**src/rtl/nibble_exec_if.sv**
```systemverilog
// Connection bundle between the fetch register / PC / ROM side and the
// nibble_exec execute stage.
interface nibble_exec_if;
  logic [3:0]  instr;
  logic [3:0]  oprnd;
  logic [7:0]  program_byte;
  logic [3:0]  data_in;
  logic        fetch_en;
  logic        pc_inc;
  logic        pc_load;
  logic [11:0] pc_target;
  logic [3:0]  accu;
  logic        c_flag;
  logic        z_flag;
  logic [3:0]  out_port;
  logic        out_we;

  modport master (
    output instr, oprnd, program_byte, data_in,
    input  fetch_en, pc_inc, pc_load, pc_target,
    input  accu, c_flag, z_flag, out_port, out_we
  );

  modport slave (
    input  instr, oprnd, program_byte, data_in,
    output fetch_en, pc_inc, pc_load, pc_target,
    output accu, c_flag, z_flag, out_port, out_we
  );
endinterface

```
**src/rtl/nibble_exec.sv**
```systemverilog
// Two-cycle FETCH/EXEC sequencer and 4-bit ALU with carry/zero flags,
// driving PC increment/load controls and the fetch-register enable.
module nibble_exec (
  input  logic          clk,
  input  logic          reset,
  nibble_exec_if.slave  bus
);

  typedef enum logic [0:0] {
    ST_FETCH = 1'b0,
    ST_EXEC  = 1'b1
  } state_e;

  localparam logic [3:0] OP_LIT  = 4'h1;
  localparam logic [3:0] OP_ADD  = 4'h2;
  localparam logic [3:0] OP_SUB  = 4'h3;
  localparam logic [3:0] OP_AND  = 4'h4;
  localparam logic [3:0] OP_NAND = 4'h5;
  localparam logic [3:0] OP_CMP  = 4'h6;
  localparam logic [3:0] OP_IN   = 4'h7;
  localparam logic [3:0] OP_OUT  = 4'h8;
  localparam logic [3:0] OP_JMP  = 4'h9;
  localparam logic [3:0] OP_JC   = 4'hA;
  localparam logic [3:0] OP_JNC  = 4'hB;
  localparam logic [3:0] OP_JZ   = 4'hC;
  localparam logic [3:0] OP_JNZ  = 4'hD;

  state_e      state_q, state_d;
  logic [3:0]  accu_q, accu_d;
  logic        c_q, c_d;
  logic        z_q, z_d;
  logic [3:0]  out_q, out_d;
  logic        out_we_q, out_we_d;

  logic        fetch_en_s;
  logic        pc_inc_s;
  logic        pc_load_s;
  logic [11:0] pc_target_s;
  logic        is_jump_s;
  logic        taken_s;
  logic [4:0]  sum_s;
  logic [4:0]  diff_s;

  // Bit 4 of the difference is the borrow, so carry after SUB/CMP is its inverse.
  assign sum_s  = {1'b0, accu_q} + {1'b0, bus.oprnd};
  assign diff_s = {1'b0, accu_q} - {1'b0, bus.oprnd};

  // Next-state, datapath update and PC/fetch control decode.
  always_comb begin
    state_d     = state_q;
    accu_d      = accu_q;
    c_d         = c_q;
    z_d         = z_q;
    out_d       = out_q;
    out_we_d    = 1'b0;
    fetch_en_s  = 1'b0;
    pc_inc_s    = 1'b0;
    pc_load_s   = 1'b0;
    pc_target_s = 12'h000;
    is_jump_s   = 1'b0;
    taken_s     = 1'b0;

    case (state_q)
      ST_FETCH: begin
        fetch_en_s = 1'b1;
        pc_inc_s   = 1'b1;
        state_d    = ST_EXEC;
      end
      ST_EXEC: begin
        state_d     = ST_FETCH;
        pc_target_s = {bus.oprnd, bus.program_byte};
        case (bus.instr)
          OP_LIT: begin
            accu_d = bus.oprnd;
            z_d    = (bus.oprnd == 4'h0);
          end
          OP_ADD: begin
            accu_d = sum_s[3:0];
            c_d    = sum_s[4];
            z_d    = (sum_s[3:0] == 4'h0);
          end
          OP_SUB: begin
            accu_d = diff_s[3:0];
            c_d    = ~diff_s[4];
            z_d    = (diff_s[3:0] == 4'h0);
          end
          OP_AND: begin
            accu_d = accu_q & bus.oprnd;
            z_d    = ((accu_q & bus.oprnd) == 4'h0);
          end
          OP_NAND: begin
            accu_d = ~(accu_q & bus.oprnd);
            z_d    = (~(accu_q & bus.oprnd) == 4'h0);
          end
          OP_CMP: begin
            c_d = ~diff_s[4];
            z_d = (diff_s[3:0] == 4'h0);
          end
          OP_IN: begin
            accu_d = bus.data_in;
            z_d    = (bus.data_in == 4'h0);
          end
          OP_OUT: begin
            out_d    = accu_q;
            out_we_d = 1'b1;
          end
          OP_JMP: begin
            is_jump_s = 1'b1;
            taken_s   = 1'b1;
          end
          OP_JC: begin
            is_jump_s = 1'b1;
            taken_s   = c_q;
          end
          OP_JNC: begin
            is_jump_s = 1'b1;
            taken_s   = ~c_q;
          end
          OP_JZ: begin
            is_jump_s = 1'b1;
            taken_s   = z_q;
          end
          OP_JNZ: begin
            is_jump_s = 1'b1;
            taken_s   = ~z_q;
          end
          default: begin
            accu_d = accu_q;
          end
        endcase
        // A reset arriving in EXEC suppresses any PC movement on that edge.
        if (is_jump_s && reset) begin
          pc_load_s = taken_s;
          pc_inc_s  = ~taken_s;
        end else begin
          pc_load_s = 1'b0;
          pc_inc_s  = 1'b0;
        end
      end
      default: begin
        state_d = ST_FETCH;
      end
    endcase
  end

  // State and architectural registers with synchronous active-low reset.
  always_ff @(posedge clk) begin
    if (!reset) begin
      state_q  <= ST_FETCH;
      accu_q   <= 4'h0;
      c_q      <= 1'b0;
      z_q      <= 1'b0;
      out_q    <= 4'h0;
      out_we_q <= 1'b0;
    end else begin
      state_q  <= state_d;
      accu_q   <= accu_d;
      c_q      <= c_d;
      z_q      <= z_d;
      out_q    <= out_d;
      out_we_q <= out_we_d;
    end
  end

  assign bus.fetch_en  = fetch_en_s;
  assign bus.pc_inc    = pc_inc_s;
  assign bus.pc_load   = pc_load_s;
  assign bus.pc_target = pc_target_s;
  assign bus.accu      = accu_q;
  assign bus.c_flag    = c_q;
  assign bus.z_flag    = z_q;
  assign bus.out_port  = out_q;
  assign bus.out_we    = out_we_q;

endmodule

```
**src/flat_wrapper.sv**
```systemverilog
// flat-port wrapper written by rule: the top's interface ports become plain ports
module nibble_exec_flat 
  (clk, reset, bus_instr, bus_oprnd, bus_program_byte, bus_data_in, bus_fetch_en, bus_pc_inc, bus_pc_load, bus_pc_target, bus_accu, bus_c_flag, bus_z_flag, bus_out_port, bus_out_we);
  nibble_exec_if bus_i ();
  input  logic clk;
  input  logic reset;
  input wire logic [$bits(bus_i.instr)-1:0] bus_instr;
  input wire logic [$bits(bus_i.oprnd)-1:0] bus_oprnd;
  input wire logic [$bits(bus_i.program_byte)-1:0] bus_program_byte;
  input wire logic [$bits(bus_i.data_in)-1:0] bus_data_in;
  output wire logic [$bits(bus_i.fetch_en)-1:0] bus_fetch_en;
  output wire logic [$bits(bus_i.pc_inc)-1:0] bus_pc_inc;
  output wire logic [$bits(bus_i.pc_load)-1:0] bus_pc_load;
  output wire logic [$bits(bus_i.pc_target)-1:0] bus_pc_target;
  output wire logic [$bits(bus_i.accu)-1:0] bus_accu;
  output wire logic [$bits(bus_i.c_flag)-1:0] bus_c_flag;
  output wire logic [$bits(bus_i.z_flag)-1:0] bus_z_flag;
  output wire logic [$bits(bus_i.out_port)-1:0] bus_out_port;
  output wire logic [$bits(bus_i.out_we)-1:0] bus_out_we;
  assign bus_i.instr = bus_instr;
  assign bus_i.oprnd = bus_oprnd;
  assign bus_i.program_byte = bus_program_byte;
  assign bus_i.data_in = bus_data_in;
  assign bus_fetch_en = bus_i.fetch_en;
  assign bus_pc_inc = bus_i.pc_inc;
  assign bus_pc_load = bus_i.pc_load;
  assign bus_pc_target = bus_i.pc_target;
  assign bus_accu = bus_i.accu;
  assign bus_c_flag = bus_i.c_flag;
  assign bus_z_flag = bus_i.z_flag;
  assign bus_out_port = bus_i.out_port;
  assign bus_out_we = bus_i.out_we;
  nibble_exec u_core (.clk(clk), .reset(reset), .bus(bus_i));
endmodule
```
**config.mk**
```make
export PLATFORM = sky130hd
export DESIGN_NAME = nibble_exec_flat
export DESIGN_NICKNAME = d
export VERILOG_FILES = /design/src/rtl/nibble_exec_if.sv /design/src/rtl/nibble_exec.sv /design/src/flat_wrapper.sv
export SDC_FILE = /design/constraint.sdc
export NUM_CORES = 1
export LEC_CHECK = 0
export ABC_AREA = 1
export BUFFER_PORTS_ARGS = -buffer_cell sky130_fd_sc_hd__buf_2
export CELL_PAD_IN_SITES_DETAIL_PLACEMENT = 1
export CELL_PAD_IN_SITES_GLOBAL_PLACEMENT = 1
export CORE_AREA = 5 5 70 72
export CTS_CLUSTER_DIAMETER = 50
export DETAILED_ROUTE_END_ITERATION = 10
export DIE_AREA = 0 0 75 77
export PLACE_DENSITY = 0.74
export SYNTH_ARGS = -nofsm -noshare
export SYNTH_HDL_FRONTEND = slang
export SYNTH_SLANG_ARGS = --single-unit
```
**constraint.sdc**
```tcl
create_clock -name clk -period 1.9 [get_ports clk]
set_input_delay 0.095 -clock clk [delete_from_list [all_inputs] [get_ports clk]]
set_output_delay 0.095 -clock clk [all_outputs]
set_load 0.01 [all_outputs]
```
# --- Yosys cells after proc, flatten, opt, wreduce, memory -nomap -nowiden ---
# Index checks and enable logic that the tools add are counted.
classes:
  addsub: 2
  n_eq_ne: 13
  n_mux: 15
  n_bitwise: 7
  reduce_logical: 17
ops:
  columns: ["operator", "n"]
  rows:
  - ["equality test 4 bit (second input constant)", 6]
  - ["zero test 4 bit", 6]
  - ["case mux 4 bit (6 select lines)", 1]
  - ["equality test 4 x 3 -> 1 bit (second input constant)", 4]
  - ["2-to-1 mux 12 bit", 1]
  - ["nonzero test 6 bit", 2]
  - ["AND reduction 2 bit", 5]
  - ["equality test 4 x 2 -> 1 bit (second input constant)", 2]
  - ["2-to-1 mux 1 bit", 8]
  - ["case mux 1 bit (2 select lines)", 3]
  - ["case mux 1 bit (6 select lines)", 1]
  - ["adder 4 x 4 -> 5 bit", 1]
  - ["inverter 1 bit", 5]
  - ["case mux 1 bit (5 select lines)", 1]
  - ["OR reduction 5 bit", 1]
  - ["subtractor 4 x 4 -> 5 bit", 1]
  - ["bitwise AND 4 bit", 1]
  - ["equality test 4 x 1 -> 1 bit (second input constant)", 1]
  - ["inverter 4 bit", 1]
  - ["nonzero test 2 bit", 1]
  - ["OR reduction 2 bit", 1]
  - ["logical AND 1 bit", 1]
totals:
  reg_bits: 12
  in_bits: 22
  out_inout_bits: 26
  wordCells: 60

# --- Logic depth before layout (Yosys ltp) ---
# Gate-level depths: netlist of run 1.
depth:
  ltp_word: 7
  ltp_mapped: 12
  mapped_depth_nobuf: 11

# --- Worst setup path after synthesis of run 1 ---
# No wires, ideal clock.
synth_timing:
  path_kind: "reg2reg"
  from: "register u_core.accu_q[0], in the netlist u_core.bus.accu[0]"
  to: "register u_core.z_q, in the netlist u_core.bus.z_flag"
  setup_time_ns: 0.064
  arrival_time_ns: 1.598
  required_ns: 1.836
  setup_slack_ns: 0.238
  path_stages_with_launch: 12
  path_buffers: 0
  period_less_slack_ns: 1.662
  path_cell_list: "dfxtp_1 inv_1 ha_1 inv_1 fa_1 nor2_1 nand2_1 nor2_1 nand2_1 nand3_1 nor2_1 nor2_1"
synth_between:
  elab_chain_len: 4
  word_cells_on_any_way: 9
  classes_between: "add/sub (2); mux (1); bitwise (2); reduce/logical (4)"
synth_lines:
  columns: ["element", "line_no", "rtl"]
  rows:
  - ["start: declaration", "nibble_exec.sv:29", "logic [3:0] accu_q, accu_d;"]
  - ["start signal: assignment", "nibble_exec.sv:157", "accu_q <= accu_d;"]
  - ["branches (longest 3 deep; another with subtractor 4 x 4 -> 5 bit)", null, null]
  - ["case mux 1 bit (6 select lines) (*)", "nibble_exec.sv:72", "case (bus.instr)"]
  - ["end signal: assignment", "nibble_exec.sv:159", "z_q <= z_d;"]
  - ["end: declaration", "nibble_exec.sv:31", "logic z_q, z_d;"]
# Every way passes the cells marked *.
# A chain may end at the register's enable or synchronous reset.

# --- Worst setup path in the final report of run 1 ---
layout_timing:
  from: "register u_core.accu_q[0], in the netlist u_core.bus.accu[0]"
  to: "register u_core.accu_q[1], in the netlist u_core.bus.accu[1]"
layout_between:
  elab_chain_len: 2
  word_cells_on_any_way: 3
  classes_between: "add/sub (2); mux (1)"
layout_lines:
  columns: ["element", "line_no"]
  rows:
  - ["subtractor 4 x 4 -> 5 bit / adder 4 x 4 -> 5 bit (equally long branches)", "nibble_exec.sv:46, nibble_exec.sv:45"]
  - ["case mux 4 bit (6 select lines) (*)", "nibble_exec.sv:72"]
# Every way passes the cells marked *; elsewhere a longest branch is shown, timed or not.

==> results of run 1 <==
## stage by stage
stage          area, um^2  instances  hold slack, ns  power (mW)  setup slack (ns)
2_1_floorplan        1272        228          0.2307      0.4393            0.2382
3_3_place_gp         1590        328          0.4289      0.5452            0.1904
3_5_place_dp         1590        328          0.4312      0.5508            0.1310
4_1_cts              1645        332          0.1737      0.8352            0.1243
5_1_grt              1645        332          0.2017      0.8854           0.03157
6_report             1645        332          0.1718      0.8227            0.1430
## routing by layer
| layer | global-route usage | up-vias |
|---|---|---|
| met2 | 0.2648 | 36 |
| li1 | - | 818 |
| met5 | 0 | - |
| met1 | 0.2206 | 716 |
| met3 | 0.02484 | 4 |
| met4 | 0.02669 | 0 |
## flip-flops by register name, indices dropped and copies added (netlist names)
register,cells
u_core.bus.c_flag,1
u_core.bus.out_port,4
u_core.state_q,1
u_core.bus.out_we,1
u_core.bus.z_flag,1
u_core.bus.accu,4
## worst max-delay path by stage
stage / start / endpoint / slack (ns) / cells after the start
after CTS: u_core.bus.accu[0]$_SDFFE_PN0P_ / u_core.bus.accu[1]$_SDFFE_PN0P_ / 0.12 / 10
final: u_core.bus.accu[0]$_SDFFE_PN0P_ / u_core.bus.accu[1]$_SDFFE_PN0P_ / 0.14 / 10
after global routing: u_core.bus.accu[0]$_SDFFE_PN0P_ / u_core.bus.accu[1]$_SDFFE_PN0P_ / 0.03 / 10
after floorplan: u_core.bus.accu[0]$_SDFFE_PN0P_ / u_core.bus.z_flag$_SDFFE_PN0P_ / 0.24 / 11
after global placement: u_core.bus.accu[0]$_SDFFE_PN0P_ / u_core.bus.accu[1]$_SDFFE_PN0P_ / 0.19 / 10
after detailed placement: u_core.bus.accu[0]$_SDFFE_PN0P_ / u_core.bus.accu[1]$_SDFFE_PN0P_ / 0.13 / 10
## tightest hold or removal path, cell delays in order
cell     delay (ns)
buf_2          0.15
o21ai_0        0.09
nor2_1         0.04
## Yosys cell counts, drive strengths merged
cell type / instances
a21oi: 12
buf: 1
clkbuf: 2
dfxtp: 12
fa: 2
ha: 8
inv: 37
nand2: 67
nand3: 21
nand4: 1
nor2: 41
nor3: 6
o211ai: 1
o21ai: 16
xnor2: 1
## cell type report
cell class	count	area, um^2	share of cell area
Tap cell	52	65.06	0.03954
Timing Repair Buffer	51	265.3	0.1612
Clock buffer	4	55.05	0.03346
Inverter	37	138.9	0.08441
Sequential cell	12	240.2	0.1460
Multi-Input combinational cell	176	880.8	0.5354
## power breakdown
part	switching, mW	leakage, nW	internal, mW
combinational	0.171	0.822	0.0992
clock	0.0966	0.0288	0.183
sequential	0.0103	0.0977	0.262
## logic make-up (layout without fill, tap and decap cells)
family	after synthesis	count (layout)	share of synthesized area
and+or+nand+nor	136	136	0.4415
buffers and inverters	40	92	0.1190
AOI/OAI and AO/OA	29	29	0.1337
DFF	12	12	0.1888
adders and majority gates	10	10	0.1101
xor gates and xnor gates	1	1	0.006884
==> results.ini, run 1 <==
[status]
run_status = completed

[min_path]
hold_path_class = input port to flop
hold_end = u_core.bus.out_port[1]$_SDFFE_PN0P_
whs_path_depth = 3
hp-start = reset

[logic_synthesis]
ys_ff_latch = 12
syn_area_per_cell_um2 = 5.581
ys.warnings.count = 0
netlist_area_mm2 = 0.001272
synth_top_area_frac = 0.1947
synthCells = 228
synth_cell_types = 20
ys_seq_area_frac = 0.1888
synth_area_leader_cell = nand2_1
synth_nets = 260
synth.area.top_cells = nand2_1 19%, dfxtp_1 19%, nor2_1 11%

[setup_path]
max_stage_delay_ns = 0.43
critPathTopFamily = adder cells
r2r_start = u_core.bus.accu[0]$_SDFFE_PN0P_
worstPathCellList = inv_1 -> ha_1 -> inv_1 -> fa_1 -> nand3_1 -> nand3_1 -> nor2_1 -> nand2_1 -> nand2_1 -> a21oi_1
path_buf_inv = 2
reg2reg_depth = 10
slowest_stage = fa_1
setup.worst_path.start_class = flop
cp.arrival_ns = 1.89
reg2reg_to = u_core.bus.accu[1]$_SDFFE_PN0P_
critical_path_class = flop to flop
cp_data_required_time_ns = 2.03
crit_path_end_kind = flop
worstPathMaxFanout = 4
r2r_setup_slack_ns = 0.14

[timing]
finalSetupTns_ns = 0
finalHoldViolations = 0
max_freq_ghz = 0.5692
fin_skew_ns = 0.002194
min_period_over_period = 0.9247
rsz0062_at_grt = false
drv_slew = 0
post-route-min-period_ns = 1.757
worst_slew_pin_slew_ns = 0.3510
slew_headroom = 0.7657
setup_viol = 0

[floorplan]
die_w_um = 75
start_util = 0.3005
num_io_pins = 48
fp.dieArea_mm2 = 0.005775
fp.dieH_um = 77
rows = 24
core_area_mm2 = 0.004234

[routing]
drc = 0
ant_nets = 0
vias = 1574
wl_um = 4443
wire_per_inst_um = 13.38
wl_met1_um = 2153
drtIter0Drc = 59
firstDrtPassIters = 4
met2_length_um = 2054
viasPerCell = 4.741
dr.max_layer_used = met4
wl_met3_um = 209

[clocking]
cts_tree = done
cts_setup_buffers = 0
cts_root_buf = clkbuf_8
htree_levels = 1
clk_latency_ns = 0.24
clock_path_buffers = 2
numCtsBuffers = 3
cts-hold-fix-buffers = 0
post_cts_resized = 0
cts_num_sinks = 12
clkTransAtPathRegs_ns = 0.05

[cells_and_area]
drive_gt1_frac = 0.2214
final_cell_mix = 66 x nand2_1, 47 x buf_2, 38 x nor2_1
final_util = 0.3886
syn_to_final_growth_pct = 29.30
fill_cells = 616
final_common_cell = nand2_1
fin_nets = 313
n_antenna_cell = 0

[global_routing]
grt_max_degree = 18
grt_pass1_wl_um = 7327
antenna_found_initial = 0
overflow = 0
track_usage = 0.1607
grt_pass1_vias = 1586

[place]
gp_congestion = 0.8122
io_buffers = 47
dpl.hpwl_um = 3818

[pwr]
p_leak_nw = 0.9481
power_density_mw_per_mm2 = 500.0
vdd_drop_max_uv = 454.2

[flow_run]
max_cap_viol_count = 0

Note: power is estimated with default switching activity, not from simulation.
==> run 2, diff against run 1 <==
--- a/config.mk
+++ b/config.mk
@@ -9,11 +9,11 @@
 export BUFFER_PORTS_ARGS = -buffer_cell sky130_fd_sc_hd__buf_2
 export CELL_PAD_IN_SITES_DETAIL_PLACEMENT = 1
 export CELL_PAD_IN_SITES_GLOBAL_PLACEMENT = 1
-export CORE_AREA = 5 5 70 72
+export CORE_AREA = 5 5 58 86
 export CTS_CLUSTER_DIAMETER = 50
 export DETAILED_ROUTE_END_ITERATION = 10
-export DIE_AREA = 0 0 75 77
-export PLACE_DENSITY = 0.74
+export DIE_AREA = 0 0 63 91
+export PLACE_DENSITY = 0.75
 export SYNTH_ARGS = -nofsm -noshare
 export SYNTH_HDL_FRONTEND = slang
 export SYNTH_SLANG_ARGS = --single-unit
==> run 2 against run 1 <==
Effect of this change: via count is 1.4% higher; wire length is 5.0% higher; final area hardly changed; combinational power is 1% higher; global-route usage is 0.21 points lower; largest cell class unchanged; setup slack worse by 0.054 ns.
==> results.ini, run 2 (synthesis results as in run 1) <==
[floorplan]
start_util = 0.3049  ; +0.004416
num_io_pins = 48  ; unchanged
rows = 29  ; +21%
die_w_um = 63  ; -16%
fp.dieArea_mm2 = 0.005733  ; -0.73%
core_area_mm2 = 0.004173  ; -1.4%
fp.dieH_um = 91  ; +18%

[routing]
viasPerCell = 4.896  ; +3.3%
wl_um = 4665  ; +5.0%
vias = 1596  ; +1.4%
drtIter0Drc = 18  ; -69%
drc = 0  ; unchanged
ant_nets = 0  ; unchanged
firstDrtPassIters = 4  ; unchanged
wire_per_inst_um = 14.31  ; +6.9%

[setup_path]
worstPathMaxFanout = 2  ; -2
critical_path_class = flop to flop
r2r_start = u_core.bus.accu[0]$_SDFFE_PN0P_
setup.worst_path.start_class = flop
crit_path_end_kind = flop
cp_data_required_time_ns = 2.03  ; about the same
critPathLaunch = u_core.bus.accu[0]$_SDFFE_PN0P_
cp.arrival_ns = 1.94  ; +0.05 ns

[timing]
post-route-min-period_ns = 1.811  ; +0.05414 ns
setup_viol = 0  ; unchanged
slew_headroom = 0.7548  ; -0.01089
finalSetupTns_ns = 0  ; unchanged
drv_slew = 0  ; unchanged
worst_slew_pin_slew_ns = 0.3673  ; +0.01631 ns
finalHoldViolations = 0  ; unchanged
rsz0062_at_grt = false
fin_ws_ns = 0.08889  ; -0.05414 ns
max_freq_ghz = 0.5521  ; -3.0%
fin_skew_ns = 0.001827  ; -0.0003672 ns
min_period_over_period = 0.9532  ; +0.02849

[place]
gp_congestion = 0.9191  ; +13%
pre_cts_ws_ns = 0.02064  ; -0.1103 ns
dpl.hpwl_um = 3963  ; +3.8%
dp.cells = 321  ; -2.1%
io_buffers = 47  ; unchanged

[pwr]
pwr-share-seq = 0.329  ; -0.002
p_comb_frac = 0.327  ; -0.002
switchingPower_uw = 290.8  ; +4.5%
p_leak_nw = 0.9489  ; about the same
p_sw_frac = 0.3471  ; +0.008937
power_density_mw_per_mm2 = 508.9  ; +1.8%
vdd_drop_max_uv = 517.3  ; +14%
p_clk_frac = 0.344  ; +0.004
internal_power_uw = 547.1  ; +0.47%

[clocking]
clkTransAtPathRegs_ns = 0.06  ; about the same
numCtsBuffers = 3  ; unchanged
htree_levels = 1  ; unchanged
clock_path_buffers = 2  ; unchanged
cts_tree = done
cts_num_sinks = 12  ; unchanged
cts_root_buf = clkbuf_8
clk_latency_ns = 0.25  ; about the same

[cells_and_area]
fin_nets = 313  ; unchanged
final_cell_mix = 66 x nand2_1, 47 x buf_2, 37 x nor2_1
syn_to_final_growth_pct = 29.40  ; about the same
drive_gt1_frac = 0.2357  ; +0.01429
seq_area_um2 = 241.5  ; +0.52%
n_antenna_cell = 0  ; unchanged
fill_cells = 606  ; -1.6%
multi_input_area_um2 = 888.4  ; +0.85%
final_common_cell = nand2_1
stdcell_count = 326  ; -1.8%

[global_routing]
grt_pass1_vias = 1613  ; +1.7%
grt_pass1_wl_um = 7493  ; +2.3%
antenna_found_initial = 0  ; unchanged
track_usage = 0.1586  ; -0.002124
overflow = 0  ; unchanged
grt_max_degree = 13  ; -5

[status]
run_status = completed

[min_path]
hold_path_class = input port to flop
hp-start = reset

[flow_run]
max_cap_viol_count = 0  ; unchanged

## run 2: metal layers
layer,global-route usage,up-vias,share of wire
met3,0.01852,9,0.030
met1,0.1609,740,0.37
met4,0.03186,0,0.011
met5,0,-,0
met2,0.3296,32,0.59
li1,-,815,-
## run 2: power by group through the flow
stage	Sequential (mW)	Clock [mW]	Combinational, mW
final	0.276	0.288	0.274
after global routing	0.278	0.292	0.309
after CTS	0.277	0.289	0.273
after detailed placement	0.282	0	0.270
after global placement	0.281	0	0.264
after floorplan	0.279	0	0.160
## run 2: cell type report
cell class	count	share of cell area
flip-flops and latches	12	0.1467
multi-input cells	176	0.5395
well taps	46	0.03495
inverters	37	0.08435
clock buffers	4	0.03343
repair buffers	51	0.1611
## run 2: path summary, 6_finish.rpt
path / endpoint / slack, ns / cells after the start
max: u_core.bus.accu[1]$_SDFFE_PN0P_ / 0.09 / 10
min: u_core.bus.z_flag$_SDFFE_PN0P_ / 0.17 / 3
min reg2reg: u_core.bus.out_port[2]$_SDFFE_PN0P_ / 0.48 / 2
max reg2reg: u_core.bus.accu[1]$_SDFFE_PN0P_ / 0.09 / 10
## run 2: metrics by stage
step | area (um^2) | power (mW) | hold WS (ns) | util
global placement | 1575 | 0.5454 | 0.4277 | 0.3775
detailed placement | 1575 | 0.5522 | 0.4257 | 0.3775
global route | 1647 | 0.8791 | 0.1827 | 0.3946
finish | 1647 | 0.8379 | 0.1698 | 0.3946
floorplan | 1272 | 0.4393 | 0.2307 | -
CTS | 1633 | 0.8384 | 0.1697 | 0.3913
## run 2: critical path: stages (launching register included)
cell and delay, ns:
dfxtp_2 0.32, inv_1 0.06, ha_1 0.20, inv_2 0.07, fa_1 0.45, nand3_2 0.11, nand3_1 0.09, nor2_2 0.16
nand2_1 0.09, nand2_1 0.07, a21oi_1 0.07
## run 2: what timing repair did
| action | in CTS | in global routing |
|---|---|---|
| setup endpoints to repair | 1 | 2 |
| pin swaps | 0 | 2 |
| buffers inserted | 0 | 1 |
| gates resized for setup | 1 | 3 |
| hold buffers | 0 | 0 |
==> run 3, diff against run 2 <==
--- a/config.mk
+++ b/config.mk
@@ -13,6 +13,7 @@
 export CTS_CLUSTER_DIAMETER = 50
 export DETAILED_ROUTE_END_ITERATION = 10
 export DIE_AREA = 0 0 63 91
+export MAX_ROUTING_LAYER = met4
 export PLACE_DENSITY = 0.75
 export SYNTH_ARGS = -nofsm -noshare
 export SYNTH_HDL_FRONTEND = slang
==> run 3 against run 2 <==
Effect of this change: core utilization increased by 0.24 points; final area increased by 0.61%; via count decreased by 0.94%; sequential share of layout area decreased by 0.089 points; sequential power about the same; combinational power about the same; sequential cell count unchanged; clock-buffer cell count unchanged; critical path type unchanged; critical path depth unchanged.
==> results.ini, run 3 (synthesis results as in run 1) <==
[status]
run_status = completed

[timing]
worst_slew_pin_slew_ns = 0.3994  ; +0.03212 ns
fin_ws_ns = 0.1103  ; +0.02143 ns
fin_skew_ns = 0.002884  ; +0.001056 ns
post-route-min-period_ns = 1.790  ; -0.02143 ns
max_freq_ghz = 0.5588  ; +1.2%
setup_viol = 0  ; unchanged
drv_slew = 0  ; unchanged
min_period_over_period = 0.9419  ; -0.01128
finalHoldViolations = 0  ; unchanged
slew_headroom = 0.7334  ; -0.02144
finalSetupTns_ns = 0  ; unchanged
rsz0062_at_grt = false

[clocking]
clk_latency_ns = 0.24  ; about the same
htree_levels = 1  ; unchanged
clock_path_buffers = 2  ; unchanged
clkTransAtPathRegs_ns = 0.05  ; about the same
cts_root_buf = clkbuf_8
numCtsBuffers = 3  ; unchanged
cts_tree = done
cts_setup_buffers = 0  ; unchanged
cts-hold-fix-buffers = 0  ; unchanged
cts_num_sinks = 12  ; unchanged

[cells_and_area]
drive_gt1_frac = 0.2401  ; +0.004429
fin_nets = 312  ; -0.32%
stdcell_area_mm2 = 0.001657  ; +0.61%
syn_to_final_growth_pct = 30.19
final_util = 0.3970  ; +0.002398
n_antenna_cell = 0  ; unchanged
final_cell_mix = 66 x nand2_1, 47 x buf_2, 37 x nor2_1
stdcell_count = 325  ; -0.31%
final_common_cell = nand2_1

[pwr]
vdd_drop_max_uv = 443.6  ; -14%
p_leak_nw = 0.9574  ; +0.90%
power_density_mw_per_mm2 = 501.1  ; -1.5%

[place]
dpl.hpwl_um = 3913  ; -1.3%
gp_congestion = 0.9505  ; +3.4%
dpl_cell_area_mm2 = 0.001575  ; unchanged
dp.cells = 321  ; unchanged
pre_cts_ws_ns = 0.0005421  ; -0.02010 ns
io_buffers = 47  ; unchanged

[setup_path]
cp_data_required_time_ns = 2.02  ; about the same
slowest_stage = fa_1
max_stage_delay_ns = 0.46  ; about the same
worstPathCellList = inv_1 -> ha_1 -> inv_2 -> fa_1 -> nand3_2 -> nand3_2 -> nor2_4 -> nand2_1 -> nand2_1 -> a21oi_1
worstPathMaxFanout = 4  ; +2
crit_path_end_kind = flop
critical_path_class = flop to flop
reg2reg_depth = 10  ; unchanged
cp.arrival_ns = 1.91  ; -0.03 ns
setup.worst_path.start_class = flop

[min_path]
whs_path_depth = 3  ; unchanged
hold_path_class = input port to flop

[floorplan]
rows = 29  ; unchanged
core_area_mm2 = 0.004173  ; unchanged
fp.dieH_um = 91  ; unchanged
num_io_pins = 48  ; unchanged
die_w_um = 63  ; unchanged
start_util = 0.3049  ; unchanged
fp.dieArea_mm2 = 0.005733  ; unchanged

[global_routing]
grt_pass1_vias = 1676  ; +3.9%
grt_max_degree = 13  ; unchanged
track_usage = 0.1685  ; +0.009921
overflow = 0  ; unchanged
antenna_found_initial = 0  ; unchanged
grt_pass1_wl_um = 7741  ; +3.3%

[routing]
firstDrtPassIters = 4  ; unchanged
viasPerCell = 4.865  ; -0.64%
vias = 1581  ; -0.94%
wire_per_inst_um = 14.11  ; -1.4%
wl_um = 4587  ; -1.7%
ant_nets = 0  ; unchanged
drc = 0  ; unchanged
drtIter0Drc = 45  ; +27

[flow_run]
max_cap_viol_count = 0  ; unchanged

==> run 3: cell count changes in the layout (fill, tap and decap cells not counted) <==
cell,change
nand3_2,+1
nor2_4,+1
buf_4,-1
xnor2_2,+1
nand3_1,-1
xnor2_1,-1
nor2_2,-1
==> run 3: worst paths after layout <==
kind / from / endpoint / slack, ns
max reg2reg: u_core.bus.accu[0]$_SDFFE_PN0P_ / u_core.bus.accu[1]$_SDFFE_PN0P_ / 0.11
min reg2reg: u_core.bus.out_port[1]$_SDFFE_PN0P_ / u_core.bus.out_port[1]$_SDFFE_PN0P_ / 0.48
min: reset / u_core.bus.accu[0]$_SDFFE_PN0P_ / 0.18
max: u_core.bus.accu[0]$_SDFFE_PN0P_ / u_core.bus.accu[1]$_SDFFE_PN0P_ / 0.11
==> run 3: cell type report <==
cell class | count | area (um^2)
flip-flops and latches | 12 | 241.5
fillers | 592 | 2516
multi-input cells | 176 | 905.9
well taps | 46 | 57.56
inverters | 37 | 138.9
clock buffers | 4 | 55.05
repair buffers | 50 | 257.7
==> run 3: repair_timing <==
item	4_1_cts	5_1_grt
gates resized for setup	1	6
pin swaps	0	5
setup endpoints to repair	1	2
==> run 3: power breakdown <==
group	total [mW]	switching [mW]	internal, mW	leakage, nW
clock	0.277	0.0944	0.183	0.0288
sequential	0.277	0.0142	0.262	0.0981
combinational	0.276	0.174	0.102	0.831
==> run 3: per-layer routing <==
layer | routed length [um] | track usage | vias up
met4 | 89 | 0.04248 | 0
met2 | 2622 | 0.3236 | 28
met3 | 96 | 0.01358 | 8
li1 | - | - | 814
met1 | 1778 | 0.1802 | 731
met5 | 0 | - | -
==> run 3: worst max-delay path, delay by kind of cell, from the launching register on <==
kind | cells | cell delay (ns)
fa+ha+maj | 2 | 0.66
simple gates | 5 | 0.49
compound gates | 1 | 0.06
flops | 1 | 0.34
buf+inv | 2 | 0.13
==> run 3: metrics by stage <==
step | total power, mW | hold slack (ns)
floorplan | 0.4393 | 0.2307
global placement | 0.5454 | 0.4303
detailed placement | 0.5511 | 0.4293
CTS | 0.8254 | 0.1839
global route | 0.8812 | 0.1976
finish | 0.8300 | 0.1788
